<file path="config.mk">
export PLATFORM = sky130hd
export DESIGN_NAME = pll_reset_ce_gen
export DESIGN_NICKNAME = d
export VERILOG_FILES = /design/src/rtl/pll_seq_pkg.sv /design/src/rtl/frac_ce_chan.sv /design/src/rtl/pll_reset_ce_gen.sv
export SDC_FILE = /design/constraint.sdc
export NUM_CORES = 1
export LEC_CHECK = 0
export ABC_AREA = 1
export CAP_MARGIN = 20
export CORE_ASPECT_RATIO = 1.2
export CORE_MARGIN = 1
export CORE_UTILIZATION = 50
export CTS_CLUSTER_DIAMETER = 150
export CTS_CLUSTER_SIZE = 12
export DETAILED_ROUTE_END_ITERATION = 16
export DONT_BUFFER_PORTS = 1
export GPL_TIMING_DRIVEN = 0
export PLACE_DENSITY = 0.65
export SLEW_MARGIN = 5
export SYNTH_ARGS = -nofsm -noshare
export SYNTH_HDL_FRONTEND = slang
export SYNTH_SLANG_ARGS = --single-unit
export TNS_END_PERCENT = 5
</file>
<file path="constraint.sdc">
create_clock -name clock -period 1.9 [get_ports clock]
set_input_delay 0.38 -clock clock [delete_from_list [all_inputs] [get_ports clock]]
set_output_delay 0.38 -clock clock [all_outputs]
set_load 0.01 [all_outputs]
</file>
<file path="src/rtl/pll_seq_pkg.sv">
// Shared types and default NES clock-enable ratios for the PLL reset/clock-enable sequencer.
package pll_seq_pkg;

  typedef enum logic [1:0] {
    WAIT_LOCK = 2'd0,
    STABILIZE = 2'd1,
    RUN       = 2'd2
  } pll_state_t;

  localparam int unsigned MASTER_DIV_PPU = 4;
  localparam int unsigned MASTER_DIV_CPU = 12;

endpackage

</file>
<file path="src/rtl/frac_ce_chan.sv">
// One fractional clock-enable channel: NUM pulses every DEN enabled cycles.
module frac_ce_chan #(
  parameter int unsigned ACC_W = 8
) (
  input  logic             clock,
  input  logic             reset,
  input  logic             run,
  input  logic [ACC_W-1:0] num,
  input  logic [ACC_W-1:0] den,
  output logic             ce
);

  logic [ACC_W-1:0] acc;
  logic [ACC_W-1:0] sum;

  // DEN < 2^(ACC_W-1) and NUM <= DEN keep this sum from wrapping.
  assign sum = acc + num;

  always_ff @(posedge clock) begin
    if (reset || !run) begin
      acc <= '0;
      ce  <= 1'b0;
    end else if (sum >= den) begin
      acc <= sum - den;
      ce  <= 1'b1;
    end else begin
      acc <= sum;
      ce  <= 1'b0;
    end
  end

endmodule

</file>
<file path="src/rtl/pll_reset_ce_gen.sv">
// Holds the system in reset until PLL lock is stable, then emits phase-aligned
// fractional clock-enables and tracks lock losses seen while running.
module pll_reset_ce_gen
  import pll_seq_pkg::*;
#(
  parameter int unsigned              NUM_CH        = 2,
  parameter int unsigned              ACC_W         = 8,
  parameter logic [NUM_CH*ACC_W-1:0]  CE_NUM        = {8'd1, 8'd1},
  parameter logic [NUM_CH*ACC_W-1:0]  CE_DEN        = {8'(MASTER_DIV_CPU), 8'(MASTER_DIV_PPU)},
  parameter int unsigned              STABLE_CYCLES = 16,
  parameter int unsigned              CNT_W         = 8
) (
  input  logic              clock,
  input  logic              reset,
  input  logic              pll_locked,
  output logic              sys_reset,
  output logic [NUM_CH-1:0] ce,
  output logic              lock_lost,
  output logic [CNT_W-1:0]  loss_count
);

  localparam int unsigned STAB_W = (STABLE_CYCLES > 1) ? $clog2(STABLE_CYCLES) : 1;
  localparam logic [STAB_W-1:0] STAB_LAST = STAB_W'(STABLE_CYCLES - 1);

  if (NUM_CH < 1 || NUM_CH > 8) begin : g_bad_num_ch
    $fatal(1, "pll_reset_ce_gen: NUM_CH must be 1..8");
  end
  if (ACC_W < 2 || ACC_W > 31) begin : g_bad_acc_w
    $fatal(1, "pll_reset_ce_gen: ACC_W must be 2..31");
  end
  if (STABLE_CYCLES < 1) begin : g_bad_stable
    $fatal(1, "pll_reset_ce_gen: STABLE_CYCLES must be >= 1");
  end
  if (CNT_W < 1 || CNT_W > 31) begin : g_bad_cnt_w
    $fatal(1, "pll_reset_ce_gen: CNT_W must be 1..31");
  end

  logic              s1;
  logic              lk;
  pll_state_t        state;
  pll_state_t        state_nxt;
  logic [STAB_W-1:0] stab_cnt;
  logic [STAB_W-1:0] cnt_nxt;
  logic              loss;
  logic              run;

  always_comb begin
    state_nxt = state;
    cnt_nxt   = stab_cnt;
    loss      = 1'b0;
    case (state)
      WAIT_LOCK: begin
        if (lk) begin
          state_nxt = STABILIZE;
          cnt_nxt   = '0;
        end
      end
      STABILIZE: begin
        if (!lk) begin
          state_nxt = WAIT_LOCK;
        end else if (stab_cnt == STAB_LAST) begin
          state_nxt = RUN;
        end else begin
          cnt_nxt = stab_cnt + 1'b1;
        end
      end
      RUN: begin
        if (!lk) begin
          state_nxt = WAIT_LOCK;
          loss      = 1'b1;
        end
      end
      default: state_nxt = WAIT_LOCK;
    endcase
  end

  always_ff @(posedge clock) begin
    if (reset) begin
      s1         <= 1'b0;
      lk         <= 1'b0;
      state      <= WAIT_LOCK;
      stab_cnt   <= '0;
      sys_reset  <= 1'b1;
      lock_lost  <= 1'b0;
      loss_count <= '0;
    end else begin
      s1        <= pll_locked;
      lk        <= s1;
      state     <= state_nxt;
      stab_cnt  <= cnt_nxt;
      sys_reset <= (state_nxt != RUN);
      if (loss) begin
        lock_lost <= 1'b1;
        if (loss_count != '1) loss_count <= loss_count + 1'b1;
      end
    end
  end

  // Channels advance only on edges that stay in RUN, so the edge leaving RUN
  // clears them together with sys_reset rising.
  assign run = (state == RUN) && (state_nxt == RUN);

  for (genvar k = 0; k < NUM_CH; k++) begin : g_ch
    localparam int unsigned NUM_K = int'(CE_NUM[k*ACC_W +: ACC_W]);
    localparam int unsigned DEN_K = int'(CE_DEN[k*ACC_W +: ACC_W]);

    if (NUM_K < 1 || NUM_K > DEN_K || DEN_K >= (32'd1 << (ACC_W - 1))) begin : g_bad_ratio
      $fatal(1, "pll_reset_ce_gen: channel ratio out of range");
    end

    frac_ce_chan #(
      .ACC_W (ACC_W)
    ) u_chan (
      .clock (clock),
      .reset (reset),
      .run   (run),
      .num   (CE_NUM[k*ACC_W +: ACC_W]),
      .den   (CE_DEN[k*ACC_W +: ACC_W]),
      .ce    (ce[k])
    );
  end

endmodule
</file>
# Word level (Yosys, flattened, before mapping)

Index checks and enable logic that the tools add are counted.

Register bits: 36
Bits in latches: 0
Memory bits (writable): 0
ROM bits: 0
Bits of input ports: 3
Output and inout bits: 12
Logic and storage cells: 50
Memories: 0

Add/subtract/negate cells: 6
Multipliers: 0
Div/mod/pow operators: 0
Magnitude comparators: 2
Eq/ne operators: 9
Shift operators: 0
Mux-type cells: 15
Bitwise logic cells: 0
Reductions and logical operators: 7

Operators with widths:

| kind                                                                                | count |
|---|---|
| 8-bit by 1-bit adder with 8-bit output, second input constant                       | 3 |
| 8-bit 2-to-1 mux                                                                    | 2 |
| 4-bit 2-to-1 mux                                                                    | 3 |
| 8-bit by 3-bit greater-or-equal comparator with 1-bit output, second input constant | 1 |
| 8-bit by 4-bit greater-or-equal comparator with 1-bit output, second input constant | 1 |
| 2-bit 2-to-1 mux                                                                    | 4 |
| 2-bit inequality test, second input constant                                        | 4 |
| 8-bit inequality test, second input constant                                        | 1 |
| 4-bit case mux with 2 select lines                                                  | 1 |
| 8-bit by 3-bit subtractor with 8-bit output, second input constant                  | 1 |
| 8-bit by 4-bit subtractor with 8-bit output, second input constant                  | 1 |
| 2-bit case mux with 3 select lines                                                  | 1 |
| 4-bit by 1-bit adder with 4-bit output, second input constant                       | 1 |
| 2-bit equality test, second input constant                                          | 2 |
| 4-bit equality test, second input constant                                          | 1 |
| 1-bit 2-to-1 mux                                                                    | 4 |
| 4-bit AND reduction                                                                 | 1 |
| 2-bit by 1-bit equality test with 1-bit output, second input constant               | 1 |
| 2-bit zero test                                                                     | 1 |
| 2-bit AND reduction                                                                 | 1 |
| 2-bit nonzero test                                                                  | 1 |
| 1-bit logical AND                                                                   | 1 |
| 1-bit zero test                                                                     | 1 |
| 1-bit logical OR                                                                    | 1 |

# Logic depth before layout (Yosys ltp)

Word-level depth: 8
Mapped depth: 13

# Modules after synthesis

A second synthesis with hierarchy kept.

Cells, all modules: 506
Area total of the unflattened synthesis: 3210.6 um^2

Modules (own cells, without submodules):

| module                         | times used | cells an instance | area each (um^2) | seq. area each (um^2) |
|---|---|---|---|---|
| frac_ce_chan at g_ch[0].u_chan | 1          | 194               | 1163.6           | 180.2 |
| frac_ce_chan at g_ch[1].u_chan | 1          | 189               | 1163.6           | 180.2 |
| pll_reset_ce_gen               | 1          | 123               | 883.3            | 360.3 |

# Worst setup path after synthesis

Ideal clock, no wire load.

Kind: reg-to-reg
Start: reg g_ch[0].u_chan.acc[0]
End: reg g_ch[0].u_chan.acc[5]
Library setup time: 0.113 ns
Arrival time: 1.645 ns
Required time: 1.787 ns
Setup slack: 0.143 ns
Stages on the path, launching flop included: 10
Buffers on the path: 0
Path through: dfxtp_1 > ha_1 > xnor2_1 > ha_1 > inv_1 > nor2_8 > nand3_4 > nor2_4 > nor2_4 > and2_4

Word-level cells in the longest chain between the ends: 3

RTL lines:

| what                                                                                                                               | RTL line                               | source |
|---|---|---|
| start, declared                                                                                                                    | frac_ce_chan.sv:13                     | `logic [ACC_W-1:0] acc;` |
| start signal, assigned                                                                                                             | frac_ce_chan.sv:24                     | `acc <= sum - den;` |
| start signal, assigned                                                                                                             | frac_ce_chan.sv:27                     | `acc <= sum;` |
| 8-bit by 1-bit adder with 8-bit output (*)                                                                                         | frac_ce_chan.sv:17                     | `assign sum = acc + num;` |
| 8-bit by 3-bit subtractor with 8-bit output / 8-bit by 3-bit greater-or-equal comparator with 1-bit output (equally long branches) | frac_ce_chan.sv:24, frac_ce_chan.sv:23 |  |
| 8-bit 2-to-1 mux (*)                                                                                                               | frac_ce_chan.sv:23                     | `end else if (sum >= den) begin` |

Every way passes the cells marked *; elsewhere a longest branch is shown, timed or not.
A chain may end at the register's enable or synchronous reset.

# Worst setup path in the final report

Ends and elaborated chain as after synthesis.

==> flow_metrics.tcl <==
set metrics [dict create \
    clkLatencyLatePin_ps 280 \
    grt_max_degree 12 \
    cts.clk_slew.worst_paths_ps 70 \
    antenna_cells 0 \
    worstMarginPinSlew_ps 428 \
    clock-root-buffer "clkbuf_8" \
    die-area_um2 4190 \
    h-tree-depth 2 \
    crit_buf_inv 1 \
    first_pass_iters 4 \
    finalMaxSlewViolations 0 \
    cp.arrival_ps 1980 \
    critPathLaunchType "flip-flop" \
    cts_tree "done" \
    die_w_um 59.2 \
    die_y_um 70.7 \
    numCtsBuffers 5 \
    drt-wirelength-per-cell_um 10.1 \
    setup_tns_ps 0 \
    power.density_nw_per_um2 663 \
    hp-class "primary input to flip-flop" \
    ios 15 \
    critPathKind "flip-flop to flip-flop" \
    maxSlewHeadroom_pct 71.3 \
    fillers 367 \
    drv_cap 0 \
    grtUsageTotal_pct 18.3 \
    grt_pass1_wl_mm 5.93 \
    port_buffers 0 \
    synth_area_leaders "dfxtp_1, nand2_1, inv_1" \
    ys_seq_area_share_pct 36.7 \
    utilization_pct 58.3 \
    slowest_delay_ps 350 \
    antenna_found_initial 0 \
    area_growth_pct 9.55 \
    crit_top_cell "nor2_4" \
    clkSinkCount 36 \
    status "finished clean" \
    async_reset_ff_share_pct 0 \
    synth_nets 282 \
    ys_warn_count 0 \
    grt_overflow 0 \
    core_um2 3690 \
    routed_wl_mm 3.36 \
    crit_path_end_kind "flip-flop" \
    worst_clock_skew_ps 4.51 \
    nets 289 \
    synth_area_um2 1970 \
    postCtsSetupBuffers 0 \
    clock.fmax_ghz 0.555 \
    synthCells 272 \
    place_hpwl_mm 2.51 \
    cts_max_path_buffers 2 \
    p_leak_nw 0.943 \
    final-hold-violation-count 0 \
    row_count 24 \
    drive_gt1_share_pct 14.6 \
    finalCriticalPeriod_ps 1800 \
    synth_top_area_cell "dfxtp_1" \
    min_period_over_period_pct 94.8 \
    ys_types 30 \
    crit_fanout 5 \
    peakVddDrop_v 0.000487 \
    drt_iter0_drc 45 \
    drt.antenna.violating_nets 0 \
    cp_cell_sequence "ha_2 > xnor2_2 > ha_1 > inv_1 > nor2_8 > nand3_4 > nor2_4 > nor2_4 > and2_4" \
    cp_slowest_cell "dfxtp_2" \
    synth_most_common_cell "nand2_1" \
    setup-violations-final 0 \
    synth_top_area_share_pct 36.7 \
    rsz0062_at_grt "no" \
    finalWeightedCongestion 0.738 \
    worst_hold_slack_ps 196 \
    final_area_um2 2150 \
    viasPerCell 4.72 \
    ys_top_cells_by_count "nand2_1, inv_1, dfxtp_1" \
    drcViolationCount 0 \
    dpl_cell_area_um2 2030 \
    worstPathRequired_ps 2080 \
    synth_top_flop_cell "dfxtp_1" \
    synth-edff-count 0 \
    path_delay_family "simple AND/OR/NAND/NOR gates" \
    initial_core_util_pct 53.2 \
    vias 1568 \
    ctsHoldBuffers 0 \
    synth_area_per_cell_um2 7.23 \
    cts-resized-gates 2 \
    grt_pass1_vias 1467 \
    ys_ff_latch 36 \
]
-- sequential cells by signal, summed over array words and instances (netlist names) --
name             flops
g_ch.u_chan.acc     16
g_ch.u_chan.ce       2
lk                   1
lock_lost            1
loss_count           8
s1                   1
stab_cnt             4
state                2
sys_reset            1
-- logic make-up (layout without fill, tap and decap cells) --
family,count (synthesis),in the layout,synth area share [%]
AO/OA/AOI/OAI,30,30,8.66
XOR/XNOR,7,7,3.12
adder cells (fa/ha/maj),7,7,4.46
buffers and inverters,47,55,9.42
flip-flops,36,36,36.7
AND/OR/NAND/NOR,145,145,37.7
-- final cells by class --
type / instances / area (um2) / area share, %
plain buffers: 3 / 20.0 / 0.930
clock buffers: 6 / 72.6 / 3.37
clock inverters: 2 / 35.0 / 1.63
inverters: 44 / 165 / 7.67
multi-input cells: 189 / 1070 / 49.8
flip-flops and latches: 36 / 723 / 33.6
well taps: 52 / 65.1 / 3.02
-- report_power, final --
group | total [mW] | internal, mW | switching [mW]
clock | 0.652 | 0.389 | 0.263
combinational | 0.0168 | 0.00456 | 0.0122
sequential | 0.758 | 0.757 | 0.00152
-- cell usage in the layout, fill, tap and decap left out, types with 2 or more instances in the layout --
cell	Yosys	final
nand2_1	68	68
inv_1	41	41
dfxtp_1	36	34
nor2_1	28	27
a21oi_1	16	16
nand3_1	11	11
nand4_1	10	10
o21ai_0	7	7
nor2_2	5	6
ha_1	7	6
clkbuf_8	0	5
xor2_1	4	4
nand3b_1	4	4
inv_2	3	3
o21a_1	3	3
nor3_1	3	3
nor2_4	3	3
nand3_2	3	3
nand2_4	3	3
xnor2_1	3	2
nand2_2	2	2
nand3_4	2	2
buf_4	2	2
dfxtp_2	0	2
-- final timing paths --
check	startpoint	endpoint	slack [ps]	depth (start not counted)
min	pll_locked	s1	200	2
max	g_ch[0].u_chan.acc[0]	g_ch[0].u_chan.acc[5]	100	9
min reg2reg	s1	lk	410	2
max reg2reg	g_ch[0].u_chan.acc[0]	g_ch[0].u_chan.acc[5]	100	9
-- routing by layer --
metal,up-vias,GRT usage (%),routed length [um]
li1,866,-,-
met1,681,22.1,1580
met2,16,30.1,1640
met3,5,4.02,93
met4,0,8.99,46
met5,-,0,0
-- stage by stage --
stage,total power [mW],setup WS (ps),cells
2_1_floorplan,0.789,143,272
3_3_place_gp,0.793,-65.0,324
3_5_place_dp,0.793,-67.6,324
4_1_cts,1.45,45.4,332
5_1_grt,1.49,1.86,332
6_report,1.43,99.6,332
No activity file was read; power rests on OpenSTA's default activity.
